===== src/rtl/timebase_pkg.sv =====
// timebase_pkg: shared state encoding and period constants for the timebase
package timebase_pkg;
  localparam logic [1:0] IDLE = 2'd0;
  localparam logic [1:0] RUN = 2'd1;
  localparam logic [1:0] DONE = 2'd2;
  localparam int DEFAULT_PERIOD = 50_000_000;
  localparam int MIN_PERIOD = 2;
endpackage


===== src/rtl/period_divider.sv =====
// period_divider: programmable terminal-count divider, held at zero while disabled
module period_divider #(
  parameter int CNT_W = 26
) (
  input  logic             Clk,
  input  logic             Resetn,
  input  logic             En,
  input  logic [CNT_W-1:0] Period,
  output logic             Tick
);
  logic [CNT_W-1:0] q;
  logic [CNT_W-1:0] last_q;
  assign last_q = Period - 1'b1;
  assign Tick = En && q == last_q;
  always_ff @(posedge Clk)
    q <= (!Resetn || !En || Tick) ? '0 : q + 1'b1;
endmodule


===== src/rtl/timebase_controller.sv =====
// timebase_controller: run/stop and burst controller for the pulse timebase
module timebase_controller #(
  parameter int CNT_W = 26,
  parameter int BURST_W = 8,
  parameter int DEFAULT_PERIOD = timebase_pkg::DEFAULT_PERIOD
) (
  input  logic               Clk,
  input  logic               Resetn,
  input  logic               Cfg_Valid,
  output logic               Cfg_Ready,
  input  logic [CNT_W-1:0]   Cfg_Period,
  input  logic [BURST_W-1:0] Cfg_Burst,
  input  logic               Start,
  input  logic               Stop,
  output logic               Pulse,
  output logic               Done,
  output logic               Busy,
  output logic [BURST_W-1:0] Pulse_Count
);
  import timebase_pkg::*;
  logic [1:0] state;
  logic [CNT_W-1:0] period;
  logic [BURST_W-1:0] burst;
  logic [BURST_W-1:0] cnt_nxt;
  logic tick, en, last;
  assign Cfg_Ready = state == IDLE;
  assign Busy = state != IDLE;
  assign en = state == RUN && !Stop;
  assign cnt_nxt = Pulse_Count + 1'b1;
  assign last = burst != '0 && cnt_nxt == burst;
  period_divider #(.CNT_W(CNT_W)) u_div (
    .Clk(Clk),
    .Resetn(Resetn),
    .En(en),
    .Period(period),
    .Tick(tick)
  );
  always_ff @(posedge Clk)
    if (!Resetn) begin
      state <= IDLE;
      period <= CNT_W'(DEFAULT_PERIOD);
      burst <= '0;
      Pulse <= 1'b0;
      Done <= 1'b0;
      Pulse_Count <= '0;
    end else begin
      Pulse <= tick;
      Done <= tick && last;
      if (state == IDLE) begin
        if (Cfg_Valid) begin
          period <= Cfg_Period < CNT_W'(MIN_PERIOD) ? CNT_W'(MIN_PERIOD) : Cfg_Period;
          burst <= Cfg_Burst;
        end
        if (Start && !Stop) begin
          state <= RUN;
          Pulse_Count <= '0;
        end
      end else if (state == RUN) begin
        if (Stop) state <= IDLE;
        else if (tick) begin
          Pulse_Count <= cnt_nxt;
          if (last) state <= DONE;
        end
      end else state <= IDLE;
    end
endmodule


===== config.mk =====
export PLATFORM = sky130hd
export DESIGN_NAME = timebase_controller
export DESIGN_NICKNAME = d
export VERILOG_FILES = /design/src/rtl/timebase_pkg.sv /design/src/rtl/period_divider.sv /design/src/rtl/timebase_controller.sv
export SDC_FILE = /design/constraint.sdc
export NUM_CORES = 1
export LEC_CHECK = 0
export BUFFER_PORTS_ARGS = -buffer_cell sky130_fd_sc_hd__buf_2
export CORE_UTILIZATION = 53
export DETAILED_ROUTE_END_ITERATION = 10
export PLACE_DENSITY_LB_ADDON = 0.1
export SYNTH_ARGS = -nofsm -noshare
export SYNTH_HDL_FRONTEND = slang
export SYNTH_SLANG_ARGS = --single-unit

===== constraint.sdc =====
create_clock -name Clk -period 3.4 [get_ports Clk]
set_input_delay 0 -clock Clk [delete_from_list [all_inputs] [get_ports Clk]]
set_output_delay 0 -clock Clk [all_outputs]
set_load 0.02 [all_outputs]

==> impl_summary.log, run 1 <==
[metrics] number of enable-type register cells in the synthesized netlist: 0
[metrics] critical path type: register to register
[metrics] series of cell instances along the critical path: inv_1, ha_1, nor3b_4, buf_4, a211oi_2, nor3_1, or4_1, or3_1, or4_4, buf_4, nor2_1, o21ai_0
[metrics] final setup violation count: 0
[metrics] critical path launch point: period[0]
[metrics] transition time at the pin with the least slew margin: 1.05 ns
[metrics] Netlist cell types: 59
[metrics] number of global-route vias before repair: 3766
[metrics] Total Negative Setup Slacks: 0 ns
[metrics] CP endpoint: state[0]
[metrics] die span in x: 91.8 um
[metrics] y dimension of the die: 91.8 um
[metrics] worst vdd rail ir drop: 194 uV
[metrics] largest net degree at the start of global routing: 53
[metrics] Worst R2R Path Depth: 12
[metrics] peak clock frequency supported by timing: 313 MHz
[metrics] share of synthesized registers carrying an async set or reset: 0
[metrics] Final Total Pwr: 1860 uW
[metrics] setup repair after global routing missed its margin: false
[metrics] count of state elements after synthesis: 72
[metrics] HPWL after detailed placement: 7900 um
[metrics] number of placement rows: 32
[metrics] Hold WC Path Type: input port to register
[metrics] Post-Synthesis Cell Area: 4270 um2
[metrics] via/cell ratio: 5.65
[metrics] number of nets in the finished design: 641
[metrics] number of I/O pins: 51
[metrics] fraction of final layout cells sized beyond drive strength 1: 0.177
[metrics] # Post-CTS Setup Buffers: 0
[metrics] mean instance size in the synthesized netlist: 8.24 um2
[metrics] Synth-to-Final Area Change: 20.8%
[metrics] LEAKAGE: 0.00192 uW
[metrics] total placed instance area: 4600 um2
[metrics] Floorplan Core Area: 7770 um2
[metrics] number of DRC violations after detailed routing: 0
[metrics] number of optimization iterations in the first detailed-route pass: 4
[metrics] library cell contributing the largest single delay on the critical path: sky130_fd_sc_hd__or4_4
[metrics] power density over the cells: 360 nW/um2
[metrics] global placement routability congestion: 0.881
[metrics] critical path's largest stage delay: 0.57 ns
[metrics] dominant cell type by count on the critical path: sky130_fd_sc_hd__buf_4
[metrics] Synth top cells by count: sky130_fd_sc_hd__nand2_1, sky130_fd_sc_hd__dfxtp_1, sky130_fd_sc_hd__nand3_1
[metrics] clock-pin slew on the worst setup and hold paths: 0.09 ns
[metrics] worst slack, placed: 0.0854 ns
[metrics] number of CTS-inserted buffers: 9
[metrics] Yosys warnings: 0
[metrics] final hold violation count: 0
[metrics] antenna violations before repair: 0
[metrics] CTS tree: yes
[metrics] Synth Net Count: 561
[metrics] min setup slack post-route: 0.205 ns
[metrics] global-route usage over all layers: 0.274
[metrics] most instantiated library cell after synthesis: sky130_fd_sc_hd__nand2_1
[metrics] kind of capture point of the worst setup path: register
[metrics] r2r setup slk: 0.20 ns
[metrics] global-route congestion overflow total: 0
[metrics] drt wl/cell: 16.0 um
[metrics] die outline area: 8430 um2
[metrics] clock network latency to the later pin of the worst-skew pair: 0.35 ns
[metrics] max_slew headroom: 0.296
[metrics] sinks on the clock net: 72
[metrics] fin crit share: 0.940
[metrics] area share of the largest cell type after synthesis: 0.337
[metrics] port buffer count: 50
[metrics] worst r2r dst: state[0]
[metrics] n_diodes: 0
[metrics] number of pins exceeding their max-slew limit in the final report: 0
[metrics] fraction of the core area covered by cells at the end of the flow: 0.665
[metrics] result of the run: completed
[metrics] source of the worst register-to-register timing path: period[0]
[metrics] minimum period implied by the final worst setup slack: 3.20 ns
[metrics] starting utilization of the core area: 0.550
[metrics] antenna-violating nets left: 0
[metrics] predominant post-synthesis flop cell: sky130_fd_sc_hd__dfxtp_1
[metrics] data arrival time of the critical path: 3.43 ns
[metrics] wire length of the first global-routing pass: 18100 um
[metrics] final wirelength: 11300 um
[metrics] Worst setup SP type: register
[metrics] total of max-cap violations: 0
[metrics] via total after detailed routing: 3984
[metrics] level count of the clock H-tree: 3
[metrics] CP max FO: 7
[metrics] cell taking the most area after synthesis: sky130_fd_sc_hd__dfxtp_1
[metrics] buffers from clock root to sink, at most: 2
[metrics] area of all placed cells without fillers: 5160 um2
[metrics] post-synthesis instance total: 519
[metrics] post-synthesis sequential area ratio: 0.337
[metrics] Starting DRT DRC Count: 124
[metrics] Worst Path Required: 3.64 ns
[metrics] Clock Skew: 0.0141 ns
[metrics] leading post-synthesis cells by cell area: sky130_fd_sc_hd__dfxtp_1, sky130_fd_sc_hd__nand2_1, sky130_fd_sc_hd__xor2_1
[metrics] cell at the root of the clock tree: sky130_fd_sc_hd__clkbuf_8
## metrics by stage
| step | hold WS [ns] | std cells |
|---|---|---|
| floorplan | 0.124 | 519 |
| global placement | 0.227 | 655 |
| finish | 0.0559 | 705 |
| CTS | 0.0385 | 703 |
| global route | 0.0773 | 705 |
| detailed placement | 0.233 | 655 |
## where the power goes
part           switching (uW)  internal, uW  leakage, uW  total [uW]
clock network             329           332    0.0000948         661
logic                     149           133      0.00124         282
registers                44.8           871     0.000587         916
## sequential cells by signal (all words and copies together), names as in the netlist
| signal | cells |
|---|---|
| Done | 1 |
| u_div.q | 26 |
| Pulse | 1 |
| burst | 8 |
| state | 2 |
| Pulse_Count | 8 |
| period | 26 |
## repair_timing
action / CTS / global route
endpoints found under the setup margin: 0 / 27
hold buffers: 33 / 0
gates resized for setup: 0 / 4
endpoints found under the hold margin: 33 / 0
## placed cells by master, fill, tap and decap left out, types with 4 or more instances in the layout
master,count
sky130_fd_sc_hd__dfxtp_1,72
sky130_fd_sc_hd__nor3_1,13
sky130_fd_sc_hd__clkbuf_8,9
sky130_fd_sc_hd__nand3_1,40
sky130_fd_sc_hd__o21ai_0,7
sky130_fd_sc_hd__a21boi_0,23
sky130_fd_sc_hd__and3_1,8
sky130_fd_sc_hd__nor4_1,11
sky130_fd_sc_hd__xnor2_1,32
sky130_fd_sc_hd__nand2b_1,4
sky130_fd_sc_hd__buf_4,12
sky130_fd_sc_hd__a211oi_1,6
sky130_fd_sc_hd__nor2_1,37
sky130_fd_sc_hd__nor4_2,5
sky130_fd_sc_hd__nand2_1,87
sky130_fd_sc_hd__dlygate4sd3_1,33
sky130_fd_sc_hd__o211ai_1,4
sky130_fd_sc_hd__and2_1,6
sky130_fd_sc_hd__buf_2,50
sky130_fd_sc_hd__inv_1,9
sky130_fd_sc_hd__xor2_1,37
sky130_fd_sc_hd__and4_1,5
sky130_fd_sc_hd__nand3b_1,5
sky130_fd_sc_hd__nor2_2,10
sky130_fd_sc_hd__nand4_1,8
sky130_fd_sc_hd__nand4b_1,5
sky130_fd_sc_hd__or4_1,6
## area by class of cell
type	instances	area [um2]
multi-input combinational	411	2680
fill	671	2610
sequential	72	1440
timing repair buffer	96	691
tap	102	128
clock buffer	9	124
clock inverter	6	61.3
inverter	9	33.8
## cells by family (layout without fill, tap and decap cells)
kind of cell	after synthesis	count (layout)	synth area share
buffers and inverters	38	120	0.0454
AO/OA/AOI/OAI	68	68	0.121
flip-flops	72	72	0.337
XOR/XNOR	69	69	0.141
adder cells (fa/ha/maj)	3	3	0.00878
multiplexers	2	2	0.00468
AND/OR/NAND/NOR	267	269	0.342
## critical path, delay by kind of cell, from the launching register on
family | cells | cell delay (ns)
AO/OA/AOI/OAI | 2 | 0.30
adder cells (fa/ha/maj) | 1 | 0.21
buffers and inverters | 3 | 0.41
flip-flops | 1 | 0.35
AND/OR/NAND/NOR | 6 | 1.81
## per-layer routing
metal  vias to the layer above  track usage  part of all wire
met5                         -            0                 0
met4                         0        0.102             0.025
met3                        21       0.0464             0.037
met2                        88        0.460              0.48
met1                      1890        0.352              0.46
li1                       1985            -                 -
## worst min-delay path by stage
stage	startpoint	to	slack, ns	depth (start not counted)
after detailed placement	Cfg_Period[22]	period[22]	0.23	3
after global routing	Cfg_Period[0]	period[0]	0.08	3
after global placement	Cfg_Period[22]	period[22]	0.23	3
after floorplan	Cfg_Period[12]	period[12]	0.12	2
after CTS	Cfg_Period[0]	period[0]	0.04	3
final	Cfg_Period[0]	period[0]	0.06	3
No activity file was read; power rests on OpenSTA's default activity.
==> run 2, diff against run 1 <==
- PLACE_DENSITY: unset -> 0.83
- PLACE_DENSITY_LB_ADDON: 0.1 -> unset
==> run 2 against run 1 <==
  * Non-clock buffer count is 5 higher
  * Critical path depth is 1 lower
  * Setup slack worse by 0.077 ns
  * Die area stayed put
  * Clock skew is 0.0013 ns lower
  * Register-to-register slack worse by 0.08 ns
  * Sequential share of layout area is 0.15 points lower
  * First-iteration DRC count is 77% higher
  * Cell count is 0.71% higher
  * Global-route usage is 1.2 points higher
  * Flip-flop and latch count stayed put
  * Combinational power is 2% higher
  * Critical path type unchanged
  * Critical endpoint unchanged
  * Largest cell class unchanged
==> impl_summary.log, run 2 (synthesized netlist as in run 1, its figures left out) <==
[metrics] result of the run: completed
[metrics] combined buffer and inverter count along the critical path: 2
[metrics] global placement routability congestion: 0.907
[metrics] number of placement rows: 32
[metrics] kind of capture point of the worst setup path: register
[metrics] Worst Path Required: 3.65 ns
[metrics] antenna-violating nets left: 0
[metrics] minimum period implied by the final worst setup slack: 3.27 ns
[metrics] CTS tree: yes
[metrics] Starting DRT DRC Count: 220
[metrics] die span in x: 91.8 um
[metrics] largest delay contributor family on the critical path: simple AND/OR/NAND/NOR gates
[metrics] largest net degree at the start of global routing: 53
[metrics] HPWL after detailed placement: 7730 um
[metrics] final hold violation count: 0
[metrics] r2r setup slk: 0.13 ns
[metrics] worst hold slack across all endpoints: 0.135 ns
[metrics] worst vdd rail ir drop: 227 uV
[metrics] data arrival time of the critical path: 3.52 ns
[metrics] global-route congestion overflow total: 0
[metrics] number of nets in the finished design: 645
[metrics] via/cell ratio: 5.85
[metrics] CP max FO: 5
[metrics] number of pins exceeding their max-slew limit in the final report: 0
[metrics] final wirelength: 11500 um
[metrics] y dimension of the die: 91.8 um
[metrics] number of global-route vias before repair: 4039
[metrics] met3 global-route usage: 0.0531
[metrics] buffers from clock root to sink, at most: 2
[metrics] cell at the root of the clock tree: sky130_fd_sc_hd__clkbuf_8
[metrics] fraction of final layout cells sized beyond drive strength 1: 0.181
[metrics] Hold WC Path Type: input port to register
[metrics] source of the worst register-to-register timing path: period[1]
[metrics] series of cell instances along the critical path: inv_1, ha_1, and2_1, o21a_1, o31a_1, or4_1, or3_1, or4_4, buf_4, nor2_1, o21ai_0
[metrics] Synth-to-Final Area Change: 21.5%
[metrics] library cell contributing the largest single delay on the critical path: sky130_fd_sc_hd__or4_4
[metrics] starting utilization of the core area: 0.550
[metrics] LEAKAGE: 0.00194 uW
[metrics] via total after detailed routing: 4157
[metrics] critical path's largest stage delay: 0.58 ns
[metrics] antenna violations before repair: 0
[metrics] global-route usage over all layers: 0.285
[metrics] Worst setup SP type: register
[metrics] critical path type: register to register
[metrics] total of max-cap violations: 0
[metrics] die outline area: 8430 um2
[metrics] number of optimization iterations in the first detailed-route pass: 6
[metrics] sinks on the clock net: 72
[metrics] clock network latency to the later pin of the worst-skew pair: 0.36 ns
[metrics] peak clock frequency supported by timing: 306 MHz
[metrics] worst r2r dst: state[0]
[metrics] Floorplan Core Area: 7770 um2
[metrics] max_slew headroom: 0.277
[metrics] fin crit share: 0.962
[metrics] drt wl/cell: 16.2 um
[metrics] port buffer count: 50
[metrics] most common library cell in the layout ignoring fill and taps: sky130_fd_sc_hd__nand2_1
[metrics] commonest cells after routing, fill and taps aside: sky130_fd_sc_hd__nand2_1, sky130_fd_sc_hd__dfxtp_1, sky130_fd_sc_hd__buf_2, sky130_fd_sc_hd__nand3_1
[metrics] registers with the highest flip-flop counts: period (26), u_div.q (26)
[metrics] hold path start: Stop
[metrics] met1 Use GR: 0.345
[metrics] routing usage on met2: 0.489
[metrics] transition time at the pin with the least slew margin: 1.08 ns
[metrics] power density over the cells: 367 nW/um2
[metrics] Worst R2R Path Depth: 11
[metrics] final setup violation count: 0
[metrics] Total Negative Setup Slacks: 0 ns
[metrics] level count of the clock H-tree: 3
[metrics] Final Total Pwr: 1910 uW
[metrics] wire length of the first global-routing pass: 18900 um
[metrics] number of CTS-inserted buffers: 9
[metrics] most used routing layer: met2
[metrics] clock-pin slew on the worst setup and hold paths: 0.09 ns
[metrics] Clock Skew: 0.0129 ns
[metrics] worst hold path cell count: 4
[metrics] number of DRC violations after detailed routing: 0
[metrics] n_diodes: 0
[metrics] number of I/O pins: 51
[metrics] worst-case hold path end point: Pulse
==> run 2: cell count changes in the layout (fill, tap and decap cells not counted) <==
cell                            before  now
sky130_fd_sc_hd__clkinv_2            3    0
sky130_fd_sc_hd__a211oi_2            1    0
sky130_fd_sc_hd__nor4_2              5    4
sky130_fd_sc_hd__buf_4              12   17
sky130_fd_sc_hd__clkinv_4            1    3
sky130_fd_sc_hd__buf_12              1    0
sky130_fd_sc_hd__dlygate4sd3_1      33   34
sky130_fd_sc_hd__clkinvlp_4          1    2
sky130_fd_sc_hd__inv_6               0    1
sky130_fd_sc_hd__a211oi_1            6    7
==> run 2: per-layer routing <==
metal  vias to the layer above  wire, um
li1                       1993         -
met4                         0       295
met3                        33       654
met5                         -         0
met1                      1959      4900
met2                       172      5680
==> run 2: worst max-delay path by stage <==
| stage | startpoint | to | slack (ns) | cells past startpoint |
|---|---|---|---|---|
| finish | period[1] | state[0] | 0.13 | 11 |
| global route | period[1] | state[0] | -0.004 | 12 |
| CTS | period[1] | u_div.q[15] | 0.05 | 10 |
| detailed placement | period[1] | u_div.q[15] | 0.08 | 10 |
| global placement | period[1] | u_div.q[22] | 0.18 | 10 |
| floorplan | period[0] | u_div.q[2] | 0.26 | 12 |
==> run 2: stage by stage <==
stage / util / worst slack [ns] / instance area (um2) / instances
final: 0.668 / 0.128 / 5190 / 710
after global routing: 0.668 / -0.00405 / 5190 / 710
after CTS: 0.665 / 0.0498 / 5160 / 709
after detailed placement: 0.595 / 0.0809 / 4620 / 659
after global placement: 0.595 / 0.176 / 4620 / 659
after floorplan: - / 0.258 / 4270 / 519
==> run 2: layout make-up <==
cell class,instances,area [um2]
inverters,9,33.8
well taps,102,128
multi-input cells,410,2670
flip-flops and latches,72,1440
repair buffers,101,718
clock buffers,9,124
fillers,603,2580
clock inverters,7,80.1
==> run 2: what timing repair did <==
action | CTS | global route
gates resized for setup | 0 | 3
hold buffers | 34 | 0
endpoints found under the setup margin | 0 | 36
buffers inserted | 0 | 0
hold endpoints to repair | 34 | 0
==> run 2: power breakdown <==
part / switching [uW] / internal [uW]
combinational: 153 / 136
sequential: 43.4 / 871
clock: 359 / 345
total: 556 / 1350
==> run 2: tightest hold or removal path, stage by stage <==
cell	delay (ns)
sky130_fd_sc_hd__buf_2	0.09
sky130_fd_sc_hd__nor3b_1	0.13
sky130_fd_sc_hd__nand2_1	0.17
sky130_fd_sc_hd__nor2_1	0.07
